===== config.mk =====
export PLATFORM = sky130hd
export DESIGN_NAME = vga_sync_decoder_flat
export DESIGN_NICKNAME = d
export VERILOG_FILES = /design/src/rtl/vga_sync_decoder_if.sv /design/src/rtl/vga_sync_decoder.sv /design/src/flat_wrapper.sv
export SDC_FILE = /design/constraint.sdc
export NUM_CORES = 1
export LEC_CHECK = 0
export ABC_AREA = 1
export CORE_ASPECT_RATIO = 0.5
export CORE_MARGIN = 2
export CORE_UTILIZATION = 50
export CTS_CLUSTER_DIAMETER = 100
export DETAILED_ROUTE_END_ITERATION = 6
export GPL_TIMING_DRIVEN = 1
export PLACE_DENSITY = 0.7
export SETUP_SLACK_MARGIN = 0.5
export SYNTH_ARGS = -nofsm -noshare
export SYNTH_HDL_FRONTEND = slang
export SYNTH_SLANG_ARGS = --single-unit

===== constraint.sdc =====
create_clock -name clk -period 3.3 [get_ports clk]
set_input_delay 0.33 -clock clk [delete_from_list [all_inputs] [get_ports clk]]
set_output_delay 0.33 -clock clk [all_outputs]
set_load 0.02 [all_outputs]

===== src/rtl/vga_sync_decoder_if.sv =====
`timescale 1ns/1ps
// Sampled VGA sync/colour inputs and the recovered pixel stream, grouped as one bus.
// master drives the raw video and observes the decode; slave is the decoder side.
interface vga_sync_decoder_if;
    logic        pix_en;
    logic        h_sync;
    logic        v_sync;
    logic [3:0]  in_r;
    logic [3:0]  in_g;
    logic [3:0]  in_b;
    logic [9:0]  x;
    logic [9:0]  y;
    logic        active;
    logic [11:0] rgb_out;
    logic        frame_start;
    logic        locked;
    logic        timing_err;

    modport master (
        output pix_en, h_sync, v_sync, in_r, in_g, in_b,
        input  x, y, active, rgb_out, frame_start, locked, timing_err
    );

    modport slave (
        input  pix_en, h_sync, v_sync, in_r, in_g, in_b,
        output x, y, active, rgb_out, frame_start, locked, timing_err
    );
endinterface


===== src/rtl/vga_sync_decoder.sv =====
`timescale 1ns/1ps
// Recovers active-area x/y/colour from raw VGA syncs and tracks lock to the line/frame timing.
// Latency: pixel sampled on strobe N is presented on the clk edge of strobe N+1.
// Backpressure: none; the decoder follows pix_en and holds its outputs between strobes.
module vga_sync_decoder #(
    parameter int H_START  = 144,
    parameter int H_ACTIVE = 640,
    parameter int H_TOTAL  = 800,
    parameter int V_START  = 35,
    parameter int V_ACTIVE = 480,
    parameter int V_TOTAL  = 525
) (
    input  logic              clk,
    input  logic              reset,
    vga_sync_decoder_if.slave bus
);
    typedef enum logic [1:0] {SEARCH, ACQUIRE, LOCKED} state_t;

    typedef struct packed {
        logic        active;
        logic [9:0]  x;
        logic [9:0]  y;
        logic [11:0] rgb;
    } pix_t;

    localparam logic [10:0] HCNT_MAX = 11'd2047;
    localparam logic [9:0]  VCNT_MAX = 10'd1023;
    localparam logic [10:0] H_LAST   = 11'(H_TOTAL - 1);
    localparam logic [9:0]  V_LAST   = 10'(V_TOTAL - 1);
    localparam logic [10:0] H_LO     = 11'(H_START);
    localparam logic [10:0] H_HI     = 11'(H_START + H_ACTIVE);
    localparam logic [9:0]  V_LO     = 10'(V_START);
    localparam logic [9:0]  V_HI     = 10'(V_START + V_ACTIVE);

    state_t      state;
    logic [10:0] hcnt;
    logic [10:0] hcnt_n;
    logic [9:0]  vcnt;
    logic [9:0]  vcnt_n;
    logic        hs_prev;
    logic        vs_prev;
    logic        vpend;
    logic        vpend_n;
    logic        err_flag;
    logic        hs_edge;
    logic        vs_edge;
    logic        frame_now;
    logic        err_now;
    logic        in_win;
    logic        frame_start_q;
    logic        timing_err_q;
    pix_t        stage;
    pix_t        stage_n;
    pix_t        out_pix;

    always_comb begin
        hs_edge   = !bus.h_sync && hs_prev;
        vs_edge   = !bus.v_sync && vs_prev;
        vpend_n   = vpend || vs_edge;
        frame_now = hs_edge && vpend_n;

        hcnt_n = hcnt;
        if (hs_edge)
            hcnt_n = '0;
        else if (hcnt != HCNT_MAX)
            hcnt_n = hcnt + 11'd1;

        vcnt_n = vcnt;
        if (frame_now)
            vcnt_n = '0;
        else if (hs_edge && vcnt != VCNT_MAX)
            vcnt_n = vcnt + 10'd1;

        // Length checks use the counts reached just before the re-alignment.
        err_now = (state != SEARCH) &&
                  ((hs_edge && hcnt != H_LAST) || (frame_now && vcnt != V_LAST));

        in_win  = (hcnt_n >= H_LO) && (hcnt_n < H_HI) && (vcnt_n >= V_LO) && (vcnt_n < V_HI);
        stage_n = '0;
        if (in_win) begin
            stage_n.active = 1'b1;
            stage_n.x      = 10'(hcnt_n - H_LO);
            stage_n.y      = 10'(vcnt_n - V_LO);
            stage_n.rgb    = {bus.in_r, bus.in_g, bus.in_b};
        end
    end

    always_ff @(posedge clk or negedge reset) begin
        if (!reset) begin
            state         <= SEARCH;
            hcnt          <= '0;
            vcnt          <= '0;
            hs_prev       <= 1'b1;
            vs_prev       <= 1'b1;
            vpend         <= 1'b0;
            err_flag      <= 1'b0;
            stage         <= '0;
            out_pix       <= '0;
            frame_start_q <= 1'b0;
            timing_err_q  <= 1'b0;
        end else begin
            frame_start_q <= 1'b0;
            timing_err_q  <= 1'b0;
            if (bus.pix_en) begin
                hs_prev       <= bus.h_sync;
                vs_prev       <= bus.v_sync;
                hcnt          <= hcnt_n;
                vcnt          <= vcnt_n;
                vpend         <= vpend_n && !hs_edge;
                frame_start_q <= frame_now;
                timing_err_q  <= err_now;
                stage         <= stage_n;
                // state here already reflects the strobe that captured stage
                out_pix       <= (stage.active && state == LOCKED) ? stage : '0;
                if (err_now)
                    err_flag <= 1'b1;

                case (state)
                    SEARCH: if (frame_now) begin
                        state    <= ACQUIRE;
                        err_flag <= 1'b0;
                    end
                    ACQUIRE: if (frame_now) begin
                        // A frame that saw an error is only consumed, never qualified.
                        if (err_flag || err_now)
                            err_flag <= err_now;
                        else
                            state <= LOCKED;
                    end
                    LOCKED: if (err_now)
                        state <= ACQUIRE;
                    default: state <= SEARCH;
                endcase

                if (hcnt_n == HCNT_MAX)
                    state <= SEARCH;
            end
        end
    end

    assign bus.x           = out_pix.x;
    assign bus.y           = out_pix.y;
    assign bus.active      = out_pix.active;
    assign bus.rgb_out     = out_pix.rgb;
    assign bus.frame_start = frame_start_q;
    assign bus.timing_err  = timing_err_q;
    assign bus.locked      = (state == LOCKED);
endmodule


===== src/flat_wrapper.sv =====
// flat-port wrapper written by rule: the top's interface ports become plain ports
module vga_sync_decoder_flat 
#(
    parameter int H_START  = 144,
    parameter int H_ACTIVE = 640,
    parameter int H_TOTAL  = 800,
    parameter int V_START  = 35,
    parameter int V_ACTIVE = 480,
    parameter int V_TOTAL  = 525
)
  (clk, reset, bus_pix_en, bus_h_sync, bus_v_sync, bus_in_r, bus_in_g, bus_in_b, bus_x, bus_y, bus_active, bus_rgb_out, bus_frame_start, bus_locked, bus_timing_err);
  vga_sync_decoder_if bus_i ();
  input  logic clk;
  input  logic reset;
  input wire logic [$bits(bus_i.pix_en)-1:0] bus_pix_en;
  input wire logic [$bits(bus_i.h_sync)-1:0] bus_h_sync;
  input wire logic [$bits(bus_i.v_sync)-1:0] bus_v_sync;
  input wire logic [$bits(bus_i.in_r)-1:0] bus_in_r;
  input wire logic [$bits(bus_i.in_g)-1:0] bus_in_g;
  input wire logic [$bits(bus_i.in_b)-1:0] bus_in_b;
  output wire logic [$bits(bus_i.x)-1:0] bus_x;
  output wire logic [$bits(bus_i.y)-1:0] bus_y;
  output wire logic [$bits(bus_i.active)-1:0] bus_active;
  output wire logic [$bits(bus_i.rgb_out)-1:0] bus_rgb_out;
  output wire logic [$bits(bus_i.frame_start)-1:0] bus_frame_start;
  output wire logic [$bits(bus_i.locked)-1:0] bus_locked;
  output wire logic [$bits(bus_i.timing_err)-1:0] bus_timing_err;
  assign bus_i.pix_en = bus_pix_en;
  assign bus_i.h_sync = bus_h_sync;
  assign bus_i.v_sync = bus_v_sync;
  assign bus_i.in_r = bus_in_r;
  assign bus_i.in_g = bus_in_g;
  assign bus_i.in_b = bus_in_b;
  assign bus_x = bus_i.x;
  assign bus_y = bus_i.y;
  assign bus_active = bus_i.active;
  assign bus_rgb_out = bus_i.rgb_out;
  assign bus_frame_start = bus_i.frame_start;
  assign bus_locked = bus_i.locked;
  assign bus_timing_err = bus_i.timing_err;
  vga_sync_decoder #(.H_START(H_START), .H_ACTIVE(H_ACTIVE), .H_TOTAL(H_TOTAL), .V_START(V_START), .V_ACTIVE(V_ACTIVE), .V_TOTAL(V_TOTAL)) u_core (.clk(clk), .reset(reset), .bus(bus_i));
endmodule

==> results of run 1 <==
==> layer usage <==
metal / vias to the layer above / routed length (µm) / track usage (%)
met1: 2137 / 6310 / 32.1
met2: 124 / 5500 / 31.7
met5: - / 0 / 0
met4: 0 / 93 / 5.45
li1: 2232 / - / -
met3: 8 / 721 / 5.09
==> registers in the layout, summed over array words and instances, names as in the netlist <==
| register | cells |
|---|---|
| u_core.bus.rgb_out | 12 |
| u_core.bus.y | 10 |
| u_core.hcnt | 11 |
| u_core.bus.x | 10 |
| u_core.hs_prev | 1 |
| u_core.vpend | 1 |
| u_core.vs_prev | 1 |
| u_core.err_flag | 1 |
| u_core.stage | 33 |
| u_core.vcnt | 10 |
| u_core.state | 2 |
| u_core.bus.frame_start | 1 |
| u_core.bus.active | 1 |
| u_core.bus.timing_err | 1 |
==> stage by stage <==
stage,area (µm²),cells,hold WS [ps],utilization (%)
floorplan,5150,658,34.4,-
global placement,5800,833,462,57.3
detailed placement,5800,833,465,57.3
CTS,6120,849,122,60.5
global route,6480,880,168,64.1
finish,6480,880,89.8,64.1
==> how the worst max path moves through the flow <==
stage                                   to  slack, ps  cells past startpoint
final                     u_core.stage[18]        640                     15
after global routing      u_core.stage[27]        470                     17
after CTS                 u_core.stage[12]        510                     19
after detailed placement  u_core.stage[12]        340                     14
after global placement    u_core.stage[21]        420                     14
after floorplan           u_core.stage[10]        840                     17
==> power groups by stage <==
stage	combinational [mW]	clock, mW	sequential, mW
floorplan	0.388	0	1.30
global placement	0.532	0	1.32
detailed placement	0.537	0	1.32
CTS	0.543	1.15	1.29
global route	0.709	1.20	1.30
finish	0.641	1.13	1.30
==> synth_stat cells, types with 2 or more instances <==
library cell	n	area (µm²)
nand2_1	205	769
dfrtp_1	93	2330
inv_1	85	319
o21ai_0	71	355
nand3_1	43	215
nor2_1	26	97.6
nand3_2	25	250
clkbuf_1	17	63.8
nand4_1	14	87.6
xor2_1	12	105
nand2_2	8	50.1
ha_1	7	87.6
a21oi_1	5	25.0
buf_2	5	25.0
inv_2	5	18.8
nor3_1	5	25.0
nand2_4	4	45.0
nor2_2	3	18.8
nor2_4	3	33.8
a31oi_1	2	12.5
buf_4	2	15.0
buf_8	2	30.0
dfstp_2	2	52.6
or2_2	2	12.5
==> cells by family after synthesis <==
group                    Yosys count  synth area share (%)
flip-flops                        95                  46.2
adder cells (fa/ha/maj)            7                  1.70
AND/OR/NAND/NOR                  341                  32.0
buffers and inverters            118                  9.44
XOR/XNOR                          13                  2.21
AO/OA/AOI/OAI                     84                  8.47
==> cell type report <==
type	instances	area [µm²]
fillers	849	3630
clock buffers	9	225
multi-input cells	445	2360
inverters	91	348
clock inverters	7	95.1
flip-flops and latches	95	2380
well taps	140	175
repair buffers	93	897
==> repair_timing <==
item / 4_1_cts / 5_1_grt
setup endpoints to repair: 32 / 35
setup buffers: 0 / 28
gates resized for setup: 2 / 20
pin swaps: 0 / 9
cloned: 0 / 3
==> critical path: cells and delay by family, from the launching register on <==
| kind | cells | cell delay, ps |
|---|---|---|
| buf+inv | 4 | 630 |
| flops | 1 | 520 |
| simple gates | 10 | 1250 |
| fa+ha+maj | 1 | 190 |
==> metrics.txt, run 1 <==
Setup TNS 0 ps; CTS H-tree depth 3; GRT overflow 0; Post-route DRC 0; Clk pwr share between 30% and 40%; Port Buffers 52; Final Hold Fails 0; RSZ-0062 raised after global routing no; WP data required 3590 ps; vias in the first global route ~3700; Max Slew Vio Count 0; max_cap viols 0; # nets final 759; Starting Density around half; Reg2Reg Depth 15; die area around 11000 µm²; clock latency on the worst-skew pair approximately 350 ps; Mapped Cells around 660; Clock transition at path regs around 80 ps; first-pass GRT wire length 18.7 mm; CTS sink count 95; area of the core 10100 µm²; reg-to-reg endpoint u_core.stage[18]; hpwl dp just under 8 mm; cell-internal power between 2 and 2.5 mW; ANT nets after route 0; number of synthesized flops with an enable pin 0; Max VDD drop between 300 and 400 µV; Seq cells post-synth 95; final setup violation count 0; Sw Ratio a little under a third; Reg-to-Reg Start u_core.hs_prev; Via-to-Cell Ratio ~5.1; worst min-delay path category in -> async; via count 4501; largest net degree at the start of global routing between 60 and 70; pre-CTS WS approximately 340 ps; syn_area_per_cell approximately 7.8 µm²; Critical Path Sink Type flop; mapped cell area 5150 µm²; minimum clock period around 2700 ps; Seq/Total Area, Yosys between 40 and 50%; clock skew ~8.7 ps; crit-path cells inv_1 -> nor2_4 -> clkinvlp_4 -> buf_4 -> nand2_2 -> ha_1 -> nand2_1 -> nor2_1 -> nand2_1 -> nand3_1 -> nand3_2 -> nor2_4 -> clkbuf_16 -> nand3_2 -> nand2_1; most frequent cells in the layout nand2_1 (204), dfrtp_1 (91), inv_1 (82), o21ai_0 (69), clkdlybuf4s50_1 (50); initial antenna violation count 0; share of cells above drive strength 1 between 10% and 20%; post-route setup slack around 640 ps; syn_nets a little under 700; Wirelength per Cell 14.3 µm; Pwr Density about 470 nW/µm²; final RePlAce weighted congestion 0.947; Synth warnings 0; Most used DFF post-synth dfrtp_1; CTS tree done; Crit path arrival time 2950 ps; gr usage total between 20 and 25%; Critical Path Fanout Max 10; CP max stage delay between 500 and 600 ps; Iter 0 DRT Violations roughly 380; clock root cell clkbuf_16; maximum clock frequency 376 MHz; Reg2Reg Setup Slack between 600 and 700 ps; most common cell type on the critical path nand2_1; startpoint class of the critical path flop; clock buffer depth 2; Critical Path Start u_core.hs_prev; commonest non-fill, non-tap cell in the layout nand2_1; DIE HEIGHT between 70 and 80 µm; Cell Rows 26; fin crit share around 81%; asr flop ratio synth 100%; Leak Pwr 3.09 nW; status finished clean; Slowest cell on crit path dfstp_2; Design Power slightly above 3 mW; Comb pwr share 20.9%; drt total wl ~13 mm; TritonCTS buffer count 9; area added between synthesis and finish 25.8%; Synth cell types 36; Diodes inserted 0; Worst-Margin Slew around 840 ps; # IOs 53; share of power burned in registers a little over two fifths; DR pass1 iterations 5; Crit Path Category reg -> reg; Die X 148 µm; CTS Hold Buffers Added 0; Switch Pwr approximately 980 µW; Slew Limit Headroom 43.8%
Note: power is estimated with default switching activity, not from simulation.
==> inputs of run 2 (changes only) <==
Settings changed: PLACE_DENSITY 0.7 to 0.72.
Clock period 3.3 ns to 2.39 ns, I/O delays scaled along.
==> run 2 against run 1 <==
  * The run now ends with negative setup slack left
  * Non-clock buffer count grew 36
  * Flip-flop and latch count is the same
  * First-iteration DRC count shrank 2.4%
  * Utilization grew 4.8 points
  * Largest power group unchanged
  * Combinational power grew 64%
  * Hold slack gained 270 ps
  * Critical path depth grew 5
  * Highest routed layer unchanged
==> metrics.txt, run 2 (synthesis results as in run 1) <==
Cell Count, Final, Fillers Out 916 (+4.1%); clock latency on the worst-skew pair 350 ps (about the same); # nets final 795 (+4.7%); max_cap viols 0 (unchanged); Iter 0 DRT Violations 367 (-2.4%); Clock transition at path regs 70 ps (about the same); final setup violation count 28 (+28); Wirelength per Cell 14.1 µm (-2.0%); # IOs 53 (unchanged); commonest non-fill, non-tap cell in the layout nand2_1; pre-CTS WS -135 ps (-473 ps); maximum clock frequency 406 MHz (+7.9%); Starting Density 51.0% (unchanged); die area 11200 µm² (unchanged); most common cell type on the critical path nand2_4; reg-to-reg endpoint u_core.stage[28]; Cell Rows 26 (unchanged); area of the core 10100 µm² (unchanged); final RePlAce weighted congestion 0.878 (-7.3%); status finished, violations left; failing checks negative setup slack; hpwl dp 8.42 mm (+6.1%); Worst-Margin Slew 707 ps (-136 ps); fin crit share 103% (+23 points); Crit path arrival time 2750 ps (-200 ps); Diodes inserted 0 (unchanged); Comb pwr share 24.9% (+4.0 points); worst min-delay path category in -> async; Pwr Density 607 nW/µm² (+28%); Area after DPL 6270 µm² (+8.1%); DIE HEIGHT 75.8 µm (unchanged); WP data required 2670 ps (-920 ps); Die X 148 µm (unchanged); Crit Path Category reg -> reg; delay-heaviest family, CP simple AND/OR/NAND/NOR gates; area added between synthesis and finish 35.1%; post-route setup slack -74.1 ps (-715 ps); Slowest cell on crit path dfrtp_2; share of cells above drive strength 1 25.6% (+8.2 points); Clk pwr share 32.8% (-4.0 points); minimum clock period 2460 ps (-195 ps); drt total wl 12.9 mm (+2.0%); Slew Limit Headroom 52.8% (+9.0 points); vias in the first global route 4241 (+15%); Via-to-Cell Ratio 5.12 (+0.10%); Sw Ratio 32.3% (+0.43 points); RSZ-0062 raised after global routing yes; via count 4690 (+4.2%); Port Buffers 52 (unchanged); Reg2Reg Setup Slack -70 ps (-720 ps); Biggest register u_core.stage; Final Hold Fails 0 (unchanged); Post-route DRC 0 (unchanged); crit-path cells ha_4 -> inv_4 -> nor2_8 -> nand3_4 -> nand2_4 -> nand2_4 -> nand2_4 -> nor2_4 -> ha_2 -> inv_2 -> nand3_4 -> nor2_2 -> nand2_1 -> nand2_2 -> nand3_2 -> nor2_4 -> buf_6 -> clkbuf_16 -> nand3_1 -> nand2_1; first-pass GRT wire length 20.7 mm (+11%); Reg2Reg Depth 20 (+5); fin area 6970 µm² (+7.4%); CP max stage delay 420 ps (-100 ps); CTS H-tree depth 3 (unchanged); clock skew 7.54 ps (-1.11 ps); ANT nets after route 0 (unchanged); share of power burned in registers 42.3% (about the same); DP Cell Count 879 (+5.5%); Leak Pwr 3.32 nW (+7.4%); Critical Path Fanout Max 5 (-5); clock root cell clkbuf_16; CTS tree done; Max Slew Vio Count 0 (unchanged); Design Power 4.23 mW (+38%); Max VDD drop 335 µV (-0.79%); Reg-to-Reg Start u_core.vcnt[0]; cell-internal power 2.86 mW (+37%); initial antenna violation count 0 (unchanged); GRT overflow 0 (unchanged); TritonCTS buffer count 9 (unchanged); clock buffer depth 2 (unchanged); most frequent cells in the layout nand2_1 (197), dfrtp_1 (91), inv_1 (78), o21ai_0 (60), buf_4 (59); Critical Path Sink Type flop; hold_ws 356 ps (+266 ps); Switch Pwr 1.37 mW (+40%); fin util 68.8% (+4.8 points); Setup TNS -1650 ps (-1650 ps); CP Buf/Inv Count 4 (unchanged); gr usage total 23.7% (+2.2 points); largest net degree at the start of global routing 51 (-23%); number of flip-flops in the largest register 33 (unchanged); DR pass1 iterations 5 (unchanged); startpoint class of the critical path flop; CTS sink count 95 (unchanged)
[run 2: changes by cell type in the layout (fill, tap and decap cells not counted), sizes merged]
cell	change
dlygate4sd3	+1
buf	+36
bufinv	-1
clkdlybuf4s50	-1
inv	+1
clkinv	-3
dlygate4sd2	+1
clkinvlp	+2
[run 2: worst max-delay path by stage]
stage	slack (ps)	endpoint	from	cells after the start
detailed placement	-140	u_core.stage[26]	bus_h_sync	17
global route	-230	u_core.stage[20]	u_core.vcnt[0]	20
global placement	-70	u_core.stage[28]	bus_h_sync	17
CTS	2	u_core.stage[6]	u_core.vcnt[1]	20
floorplan	20	u_core.stage[31]	u_core.hs_prev	18
finish	-70	u_core.stage[28]	u_core.vcnt[0]	20
[run 2: layer usage]
layer | vias to the layer above | GRT usage, % | share of wire (%)
met5 | - | 0 | 0
met4 | 0 | 5.66 | 1.1
met3 | 19 | 4.67 | 4.4
met2 | 127 | 39.1 | 45
met1 | 2234 | 33.1 | 49
li1 | 2310 | - | -
[run 2: layout make-up]
| cell class | count | area (µm²) |
|---|---|---|
| fillers | 830 | 3150 |
| inverters | 91 | 347 |
| multi-input cells | 445 | 2510 |
| repair buffers | 129 | 1270 |
| flip-flops and latches | 95 | 2380 |
| clock buffers | 10 | 229 |
| well taps | 140 | 175 |
| clock inverters | 6 | 53.8 |
[run 2: power groups by stage]
stage	combinational [mW]	sequential (mW)	clock [mW]
after floorplan	0.566	1.80	0
after global placement	0.906	1.80	0
after detailed placement	0.921	1.81	0
after CTS	1.01	1.79	1.41
after global routing	1.16	1.80	1.49
final	1.05	1.79	1.38
[run 2: worst reg2reg max path, cell delays in order (launching register included)]
cell       delay (ps)
dfrtp_2           420
ha_4              160
inv_4              40
nor2_8            120
nand3_4           110
nand2_4           140
nand2_4            60
nand2_4            60
nor2_4             40
ha_2              180
inv_2              80
nand3_4            90
nor2_2             90
nand2_1            60
nand2_2            70
nand3_2            80
nor2_4            170
buf_6             140
clkbuf_16         140
nand3_1            60
nand2_1            80
[run 2: timing repair]
action / 4_1_cts / 5_1_grt
endpoints found under the setup margin: 37 / 36
gates resized for setup: 45 / 15
gates cloned: 2 / 1
endpoints found under the hold margin: 27 / 0
hold buffers: 1 / 0
pin swaps: 16 / 17
buffers inserted: 13 / 4
==> inputs of run 3 (changes only) <==
Settings changed: PLACE_DENSITY 0.72 to 0.76.
==> run 3 against run 2 <==
  * The run now ends clean
  * Count of clock-buffer cells in the layout shrank 1
  * Total power grew 2.0%
  * Clock skew barely moved
  * Fmax up 5.0%
  * First-iteration DRC count down 9.5%
  * Flip-flop and latch count stayed put
  * Highest routed layer unchanged
  * Largest power group unchanged
==> metrics.txt, run 3 (synthesis results as in run 1) <==
status finished clean; number of flip-flops in the largest register 33 (unchanged); minimum clock period 2350 ps (-117 ps); Crit Path Category reg -> reg; Slew Limit Headroom 64.9% (+12 points); CTS tree done; GRT overflow 0 (unchanged); CP Buf/Inv Count 5 (+1); TritonCTS buffer count 9 (unchanged); area of the core 10100 µm² (unchanged); Leak Pwr 3.39 nW (+2.1%); M3 GR Usage 5.03% (+0.36 points); CP max stage delay 530 ps (+110 ps); Die X 148 µm (unchanged); Area after DPL 6280 µm² (+0.20%); crit-path cells inv_2 -> nor2_4 -> buf_4 -> buf_4 -> a21oi_1 -> nor2_2 -> ha_2 -> inv_2 -> nor2_1 -> nand3_1 -> nand2_1 -> nor2_2 -> nor2_4 -> buf_6 -> nand3_1 -> nand2_1; clock latency on the worst-skew pair 350 ps (about the same); DP Cell Count 889 (+1.1%); area added between synthesis and finish 35.7%; filler cell count 786 (-5.3%); Slowest cell on crit path dfstp_2; Reg2Reg Setup Slack 40 ps (+120 ps); Diodes inserted 0 (unchanged); Cell Rows 26 (unchanged); DR pass1 iterations 5 (unchanged); Via-to-Cell Ratio 5.00 (-2.4%); Critical Path Fanout Max 9 (+4); hold_ws 394 ps (+37.8 ps); die area 11200 µm² (unchanged); fin area 7000 µm² (+0.43%); Starting Density 51.0% (unchanged); clock buffer depth 2 (unchanged); Port Buffers 52 (unchanged); share of cells above drive strength 1 27.2% (+1.6 points); maximum clock frequency 426 MHz (+5.0%); RSZ-0062 raised after global routing yes; Iter 0 DRT Violations 332 (-9.5%); Crit path arrival time 2630 ps (-120 ps); vias in the first global route 4269 (+0.66%); via count 4668 (-0.47%); Clock transition at path regs 70 ps (about the same); largest net degree at the start of global routing 39 (-24%); drt total wl 12.7 mm (-1.1%); clock skew 7.94 ps (+0.401 ps); DIE HEIGHT 75.8 µm (unchanged); Biggest register u_core.stage; gr usage total 24.1% (+0.38 points); commonest non-fill, non-tap cell in the layout nand2_1; pre-CTS WS -168 ps (-32.6 ps); final RePlAce weighted congestion 0.935 (+6.5%); delay-heaviest family, CP simple AND/OR/NAND/NOR gates; hpwl dp 8.89 mm (+5.6%); fin crit share 98.2% (-4.9 points); Cell Count, Final, Fillers Out 934 (+2.0%); initial antenna violation count 0 (unchanged); post-route setup slack 43.1 ps (+117 ps); first-pass GRT wire length 21.1 mm (+1.7%); # IOs 53 (unchanged); WP data required 2680 ps (about the same); Wirelength per Cell 13.6 µm (-3.0%); final setup violation count 0 (-100%); Design Power 4.31 mW (+2.0%); Max VDD drop 336 µV (+0.40%); Final Hold Fails 0 (unchanged); CTS H-tree depth 3 (unchanged); # nets final 813 (+2.3%); most frequent cells in the layout nand2_1 (195), dfrtp_1 (91), buf_4 (87), inv_1 (78), o21ai_0 (59); GR Layer Usage met2 37.4% (-1.7 points); Worst-Margin Slew 527 ps (-181 ps); Critical Path Sink Type flop; startpoint class of the critical path flop; Post-route DRC 0 (unchanged); M1 GR Usage 35.2% (+2.2 points); grt peak-use layer met2; Max Slew Vio Count 0 (unchanged); worst min-delay path category in -> reg; max_cap viols 0 (unchanged); CTS sink count 95 (unchanged); Pwr Density 616 nW/µm² (+1.6%); clock root cell clkbuf_16; ANT nets after route 0 (unchanged)
-- run 3: cell count changes in the layout (fill, tap and decap cells not counted), sizes merged --
cell,before,now
buf,77,96
clkbuf,11,9
clkinv,0,3
clkinvlp,3,1
-- run 3: stage by stage --
| step | util (%) | setup TNS [ps] |
|---|---|---|
| floorplan | - | 0 |
| global placement | 62.1 | -1670 |
| detailed placement | 62.1 | -4110 |
| CTS | 67.9 | 0 |
| global route | 69.1 | -2860 |
| finish | 69.1 | 0 |
-- run 3: final timing paths --
check                                  from  cells after the start               end
max                          u_core.hs_prev                     16  u_core.stage[12]
min                              bus_pix_en                      4    u_core.hcnt[2]
max reg2reg                  u_core.hs_prev                     16  u_core.stage[12]
min reg2reg                u_core.stage[13]                      2  u_core.stage[13]
max in group asynchronous             reset                      3   u_core.bus.x[0]
min in group asynchronous             reset                      2  u_core.stage[23]
-- run 3: repair_timing --
item                       4_1_cts  5_1_grt
pin swaps                       17       21
buffers inserted                18       10
hold endpoints to repair        34        0
gates resized for setup         44       16
hold buffers                     1        0
setup endpoints to repair       38       37
-- run 3: final cells by class --
class / count / area, µm² / share of cell area [%]
well taps: 140 / 175 / 2.50
multi-input cells: 445 / 2520 / 36.0
clock inverters: 7 / 61.3 / 0.876
clock buffers: 9 / 225 / 3.22
flip-flops and latches: 95 / 2380 / 34.1
repair buffers: 147 / 1280 / 18.3
inverters: 91 / 352 / 5.03
-- run 3: power breakdown --
group | leakage (nW) | switching, mW | internal [mW]
Clock | 0.140 | 0.684 | 0.729
Combinational | 1.95 | 0.622 | 0.491
Sequential | 1.30 | 0.0940 | 1.69
-- run 3: layer usage --
metal,routed length [µm],share of wire [%]
met2,5350,42
met1,6570,52
met3,691,5.4
met4,128,1.0
met5,0,0
-- run 3: worst min-delay path, stage by stage --
cell,delay [ps]
buf_2,100
inv_2,200
nand2_1,120
nand2_1,50
